[src/rtl/pipeline_pkg.sv]
// Shared pipeline definitions: store buffer default depth and the entry layout
// (word address plus store data).
package pipeline_pkg;

  localparam int SB_DEPTH = 4;

  typedef struct packed {
    logic [29:0] addr;
    logic [31:0] data;
  } sb_entry_t;

endpackage

[src/rtl/sb_fwd_select.sv]
// Youngest-match selector: finds the most recently enqueued valid entry whose
// word address matches the load address.
module sb_fwd_select
  import pipeline_pkg::*;
#(
  parameter int DEPTH = SB_DEPTH,
  parameter int PW    = $clog2(DEPTH)
) (
  input  sb_entry_t [DEPTH-1:0] entries_i,
  input  logic [DEPTH-1:0]      valid_i,
  input  logic [PW-1:0]         tail_i,
  input  logic [29:0]           addr_i,
  output logic                  hit_o,
  output logic [31:0]           data_o
);

  logic [PW-1:0] idx;

  // Walk from the oldest slot (tail-DEPTH) to the youngest (tail-1); the last
  // match seen wins, so the youngest matching store is forwarded.
  always_comb begin
    hit_o  = 1'b0;
    data_o = '0;
    idx    = '0;
    for (int k = DEPTH; k >= 1; k--) begin
      idx = tail_i - PW'(k);
      if (valid_i[idx] && (entries_i[idx].addr == addr_i)) begin
        hit_o  = 1'b1;
        data_o = entries_i[idx].data;
      end
    end
  end

endmodule

[src/rtl/store_buffer.sv]
// Store buffer between the MEM stage and data memory: queues stores, drains
// them in program order, and forwards buffered data to matching loads.
module store_buffer
  import pipeline_pkg::*;
#(
  parameter int DEPTH = SB_DEPTH
) (
  input  logic                     clk,
  input  logic                     reset,
  input  logic                     memwrite,
  input  logic                     memread,
  input  logic [31:0]              dataadr,
  input  logic [31:0]              writedata,
  output logic [31:0]              readdata,
  output logic                     stall,
  output logic                     fwd_hit,
  output logic                     mem_valid,
  output logic [31:0]              mem_addr,
  output logic [31:0]              mem_wdata,
  input  logic                     mem_ready,
  output logic [31:0]              rd_addr,
  input  logic [31:0]              rd_data,
  output logic [$clog2(DEPTH):0]   count
);

  localparam int PW = $clog2(DEPTH);
  localparam int CW = PW + 1;

  sb_entry_t [DEPTH-1:0] buf_q;
  logic [DEPTH-1:0]      valid_q, valid_d;
  logic [PW-1:0]         head_q, head_d;
  logic [PW-1:0]         tail_q, tail_d;
  logic [CW-1:0]         count_q, count_d;

  logic full, empty, enq, deq;
  logic sel_hit;
  logic [31:0] sel_data;
  logic unused_addr_lsb;

  assign unused_addr_lsb = ^dataadr[1:0];

  assign full  = (count_q == CW'(DEPTH));
  assign empty = (count_q == '0);
  assign enq   = memwrite & ~full;
  assign deq   = ~empty & mem_ready;

  // Outputs are forced quiet while reset is asserted so the pipeline never
  // sees a stale drain, stall or forward during the flush cycle.
  assign stall     = memwrite & full & ~reset;
  assign mem_valid = ~empty & ~reset;
  assign mem_addr  = {buf_q[head_q].addr, 2'b00};
  assign mem_wdata = buf_q[head_q].data;
  assign count     = count_q;
  assign rd_addr   = dataadr;

  sb_fwd_select #(
    .DEPTH (DEPTH)
  ) u_fwd (
    .entries_i (buf_q),
    .valid_i   (valid_q),
    .tail_i    (tail_q),
    .addr_i    (dataadr[31:2]),
    .hit_o     (sel_hit),
    .data_o    (sel_data)
  );

  assign fwd_hit  = memread & sel_hit & ~reset;
  assign readdata = fwd_hit ? sel_data : rd_data;

  // Enqueue and dequeue never touch the same slot: enqueue is blocked when
  // full, and dequeue is blocked when empty.
  always_comb begin
    valid_d = valid_q;
    head_d  = head_q;
    tail_d  = tail_q;
    if (enq) begin
      valid_d[tail_q] = 1'b1;
      tail_d          = tail_q + 1'b1;
    end
    if (deq) begin
      valid_d[head_q] = 1'b0;
      head_d          = head_q + 1'b1;
    end
    count_d = count_q + CW'(enq) - CW'(deq);
  end

  always_ff @(posedge clk) begin
    if (reset) begin
      valid_q <= '0;
      head_q  <= '0;
      tail_q  <= '0;
      count_q <= '0;
    end else begin
      valid_q <= valid_d;
      head_q  <= head_d;
      tail_q  <= tail_d;
      count_q <= count_d;
    end
  end

  always_ff @(posedge clk) begin
    if (enq) begin
      buf_q[tail_q] <= '{addr: dataadr[31:2], data: writedata};
    end
  end

endmodule

[config.mk]
export PLATFORM = sky130hd
export DESIGN_NAME = store_buffer
export DESIGN_NICKNAME = d
export VERILOG_FILES = /design/src/rtl/pipeline_pkg.sv /design/src/rtl/sb_fwd_select.sv /design/src/rtl/store_buffer.sv
export SDC_FILE = /design/constraint.sdc
export NUM_CORES = 1
export LEC_CHECK = 0
export ABC_AREA = 0
export CAP_MARGIN = 5
export CORE_AREA = 4 4 243 245
export CTS_BUF_LIST = sky130_fd_sc_hd__clkbuf_4
export CTS_CLUSTER_DIAMETER = 60
export DETAILED_ROUTE_END_ITERATION = 8
export DIE_AREA = 0 0 247 249
export GPL_TIMING_DRIVEN = 0
export HOLD_SLACK_MARGIN = 0.1
export PLACE_DENSITY = 0.62
export SYNTH_ARGS = -nofsm -noshare
export SYNTH_HDL_FRONTEND = slang
export SYNTH_SLANG_ARGS = --single-unit
[constraint.sdc]
create_clock -name clk -period 14.55 [get_ports clk]
set_input_delay 2.91 -clock clk [delete_from_list [all_inputs] [get_ports clk]]
set_output_delay 2.91 -clock clk [all_outputs]
set_load 0.005 [all_outputs]
==> flow_metrics.env <==
export IMPL_status="finished, final reports clean"
export IMPL_drt_iter0_markers=1648
export IMPL_htreeDepth=3
export IMPL_critPathSlowestCell="clkdlybuf4s50_1"
export IMPL_worst_ep_required_time_ns=11.64
export IMPL_dp_slack_ns=4.04
export IMPL_max_stage_delay_ns=0.70
export IMPL_setup_viol_count_final=0
export IMPL_cts_max_path_buffers=3
export IMPL_max_slew_margin=0.210
export IMPL_grt_pass1_vias=15200
export IMPL_yosysUniqueCellTypes=81
export IMPL_p_leak_uw=0.00798
export IMPL_worstPathMaxFanout=10
export IMPL_final_cell_mix="edfxtp_1, mux4_2, clkdlybuf4s50_1"
export IMPL_mostFrequentLayoutCell="edfxtp_1"
export IMPL_rows=88
export IMPL_clk_latency_ns=0.78
export IMPL_cts_tree="built"
export IMPL_place_congestion=0.971
export IMPL_clkTransAtPathRegs_ns=0.06
export IMPL_switching_power_uw=1270
export IMPL_post_route_util=0.422
export IMPL_arrival_ns=7.62
export IMPL_cellPowerDensity_nw_per_um2=142
export IMPL_switching_share=0.370
export IMPL_p_comb_frac=0.502
export IMPL_synth_top_cell_area_share=0.378
export IMPL_tns_ns=0
export IMPL_wire_per_inst_um=27.9
export IMPL_die_height_um=249
export IMPL_io_pins=235
export IMPL_cts_root_buffer="clkbuf_4"
export IMPL_crit_chain="clkdlybuf4s50_1 -> buf_1 -> inv_1 -> a211oi_1 -> o2111ai_1 -> o21a_1 -> nor4bb_1 -> buf_1 -> a32o_1 -> clkbuf_1 -> o2111ai_1 -> o21ai_1 -> clkdlybuf4s50_1"
export IMPL_synth_edf_count=248
export IMPL_rsz0062_at_grt="no"
export IMPL_start_util=0.345
export IMPL_via_count=15500
export IMPL_antenna_found_initial=6
export IMPL_ys_ff_latch=259
export IMPL_clock_skew_ns=0.0360
export IMPL_end_kind="output pin"
export IMPL_dieArea_sq_um=61500
export IMPL_maxSlewViolCount=0
export IMPL_cts_setup_buffers=0
export IMPL_layout_setup_ws_ns=4.02
export IMPL_grt_overflow_total=0
export IMPL_postSynthAreaPerCell_sq_um=13.8
export IMPL_portBuffers=230
export IMPL_core_region_area_sq_um=57100
export IMPL_drive_gt1_frac=0.277
export IMPL_max_freq_mhz=94.9
export IMPL_vias_per_cell=6.04
export IMPL_period_minus_slack_ns=10.53
export IMPL_numCtsBuffers=72
export IMPL_ctsHoldBuffers=0
export IMPL_crit_type="primary input to output pin"
export IMPL_final_period_utilization=0.724
export IMPL_synth_area_leaders="edfxtp_1, mux4_2, mux2i_1"
export IMPL_p_seq_frac=0.288
export IMPL_vdd_drop_max_uv=62.7
export IMPL_syn_inst=1432
export IMPL_clkSinkCount=259
export IMPL_stdcell_area_sq_um=24100
export IMPL_worstMarginPinSlew_ns=1.18
export IMPL_netlist_area_sq_um=19700
export IMPL_grt_total_usage=0.227
export IMPL_cp_start_kind="primary input"
export IMPL_seq_area_frac_synth=0.389
export IMPL_die_w_um=247
export IMPL_fill_cells=5319
export IMPL_p_clk_frac=0.211
export IMPL_dpl_instance_area_sq_um=23100
export IMPL_hold_violations=0
export IMPL_hold_path_class="flip-flop to flip-flop"
export IMPL_drtPass1Iterations=5
export IMPL_fin_nets=1853
export IMPL_grt_pass1_wl_um=103000
export IMPL_ys_async_sr_fraction=0
export IMPL_cts_resized=0
export IMPL_wl_um=71200
export IMPL_hpwl_um=51800
export IMPL_drc=0
export IMPL_ant_nets=0
export IMPL_synth_largest_area_cell="edfxtp_1"
export IMPL_cap_viol_max_count=0
export IMPL_p_int_uw=2160
export IMPL_grt_max_degree=46
export IMPL_ys_warn_count=0
export IMPL_syn_to_final_growth_pct=22.2
export IMPL_synth_ff_type="edfxtp_1"
-- cell type report --
type / instances / area (sq um) / area share
Antenna cell: 3 / 7.51 / 0.000312
Clock buffer: 99 / 743 / 0.0308
Multi-Input combinational cell: 919 / 10800 / 0.447
Inverter: 80 / 300 / 0.0125
Clock inverter: 23 / 231 / 0.00960
Buffer: 175 / 1010 / 0.0417
Tap cell: 765 / 957 / 0.0397
Timing Repair Buffer: 234 / 2410 / 0.100
Sequential cell: 259 / 7670 / 0.318
-- cells by family after synthesis --
kind of cell,synth area share
AO/OA/AOI/OAI,0.0774
flip-flops,0.389
AND/OR/NAND/NOR,0.0642
adder cells (fa/ha/maj),0.00736
buffers and inverters,0.0662
XOR/XNOR,0.0444
multiplexers,0.351
other,0.000190
-- synth_stat cells (4+ instances only) --
master / instances
a211oi_1: 10
xor2_1: 15
nand4b_1: 4
inv_1: 77
mux2i_1: 92
dfxtp_1: 11
edfxtp_1: 248
mux2_4: 25
o21ai_0: 16
buf_1: 19
o2111ai_1: 33
nand2b_1: 5
and4_1: 5
o211ai_1: 4
nand3_1: 42
mux2_2: 11
nor4_1: 10
buf_4: 39
buf_6: 6
a2111oi_0: 4
nand4_1: 8
buf_12: 6
a41oi_1: 33
and3_1: 36
clkbuf_1: 73
nor2b_1: 6
o21ai_1: 31
o22ai_1: 7
xnor2_1: 85
buf_2: 30
nor3_1: 6
a2bb2oi_1: 5
nor2_1: 67
o2bb2ai_1: 8
nand2_1: 18
mux4_2: 239
ha_1: 10
a21oi_1: 20
-- sequential cells by signal, indices dropped and copies added (netlist names) --
| register | count |
|---|---|
| buf_q | 248 |
| head_q | 2 |
| tail_q | 2 |
| count | 3 |
| valid_q | 4 |
-- power by group through the flow --
stage / logic, uW / clock network [uW] / registers, uW
5_1_grt: 1810 / 783 / 994
2_1_floorplan: 1080 / 0 / 976
4_1_cts: 1720 / 741 / 983
3_3_place_gp: 1700 / 0 / 1000
3_5_place_dp: 1720 / 0 / 998
6_report: 1720 / 722 / 986
-- stage by stage --
step | total power, uW | std cells | hold slack, ns
2_1_floorplan | 2060 | 1433 | 0.490
3_3_place_gp | 2700 | 2428 | 0.546
3_5_place_dp | 2710 | 2432 | 0.554
4_1_cts | 3450 | 2554 | 0.566
5_1_grt | 3590 | 2557 | 0.578
6_report | 3430 | 2557 | 0.570
-- critical path: cells and delay by family --
family	cells	cell delay, ns
buf+inv	6	2.80
compound gates	6	1.62
simple gates	1	0.28
-- routing by layer --
metal	vias to the layer above	routed length [um]	GRT usage
li1	6466	-	-
met1	7909	28900	0.315
met2	912	33200	0.349
met3	158	6670	0.0495
met4	6	2470	0.0859
met5	-	41	0
-- path summary, 6_finish.rpt --
check / from / endpoint / slack (ns) / depth (start not counted)
min reg2reg: valid_q[0]$_SDFF_PP0_ / valid_q[0]$_SDFF_PP0_ / 0.57 / 2
min: valid_q[0]$_SDFF_PP0_ / valid_q[0]$_SDFF_PP0_ / 0.57 / 2
max: dataadr[9] / readdata[12] / 4.02 / 13
max reg2reg: tail_q[1]$_SDFFE_PP0P_ / tail_q[1]$_SDFFE_PP0P_ / 9.23 / 14
Power figures use the tool's default switching activity.
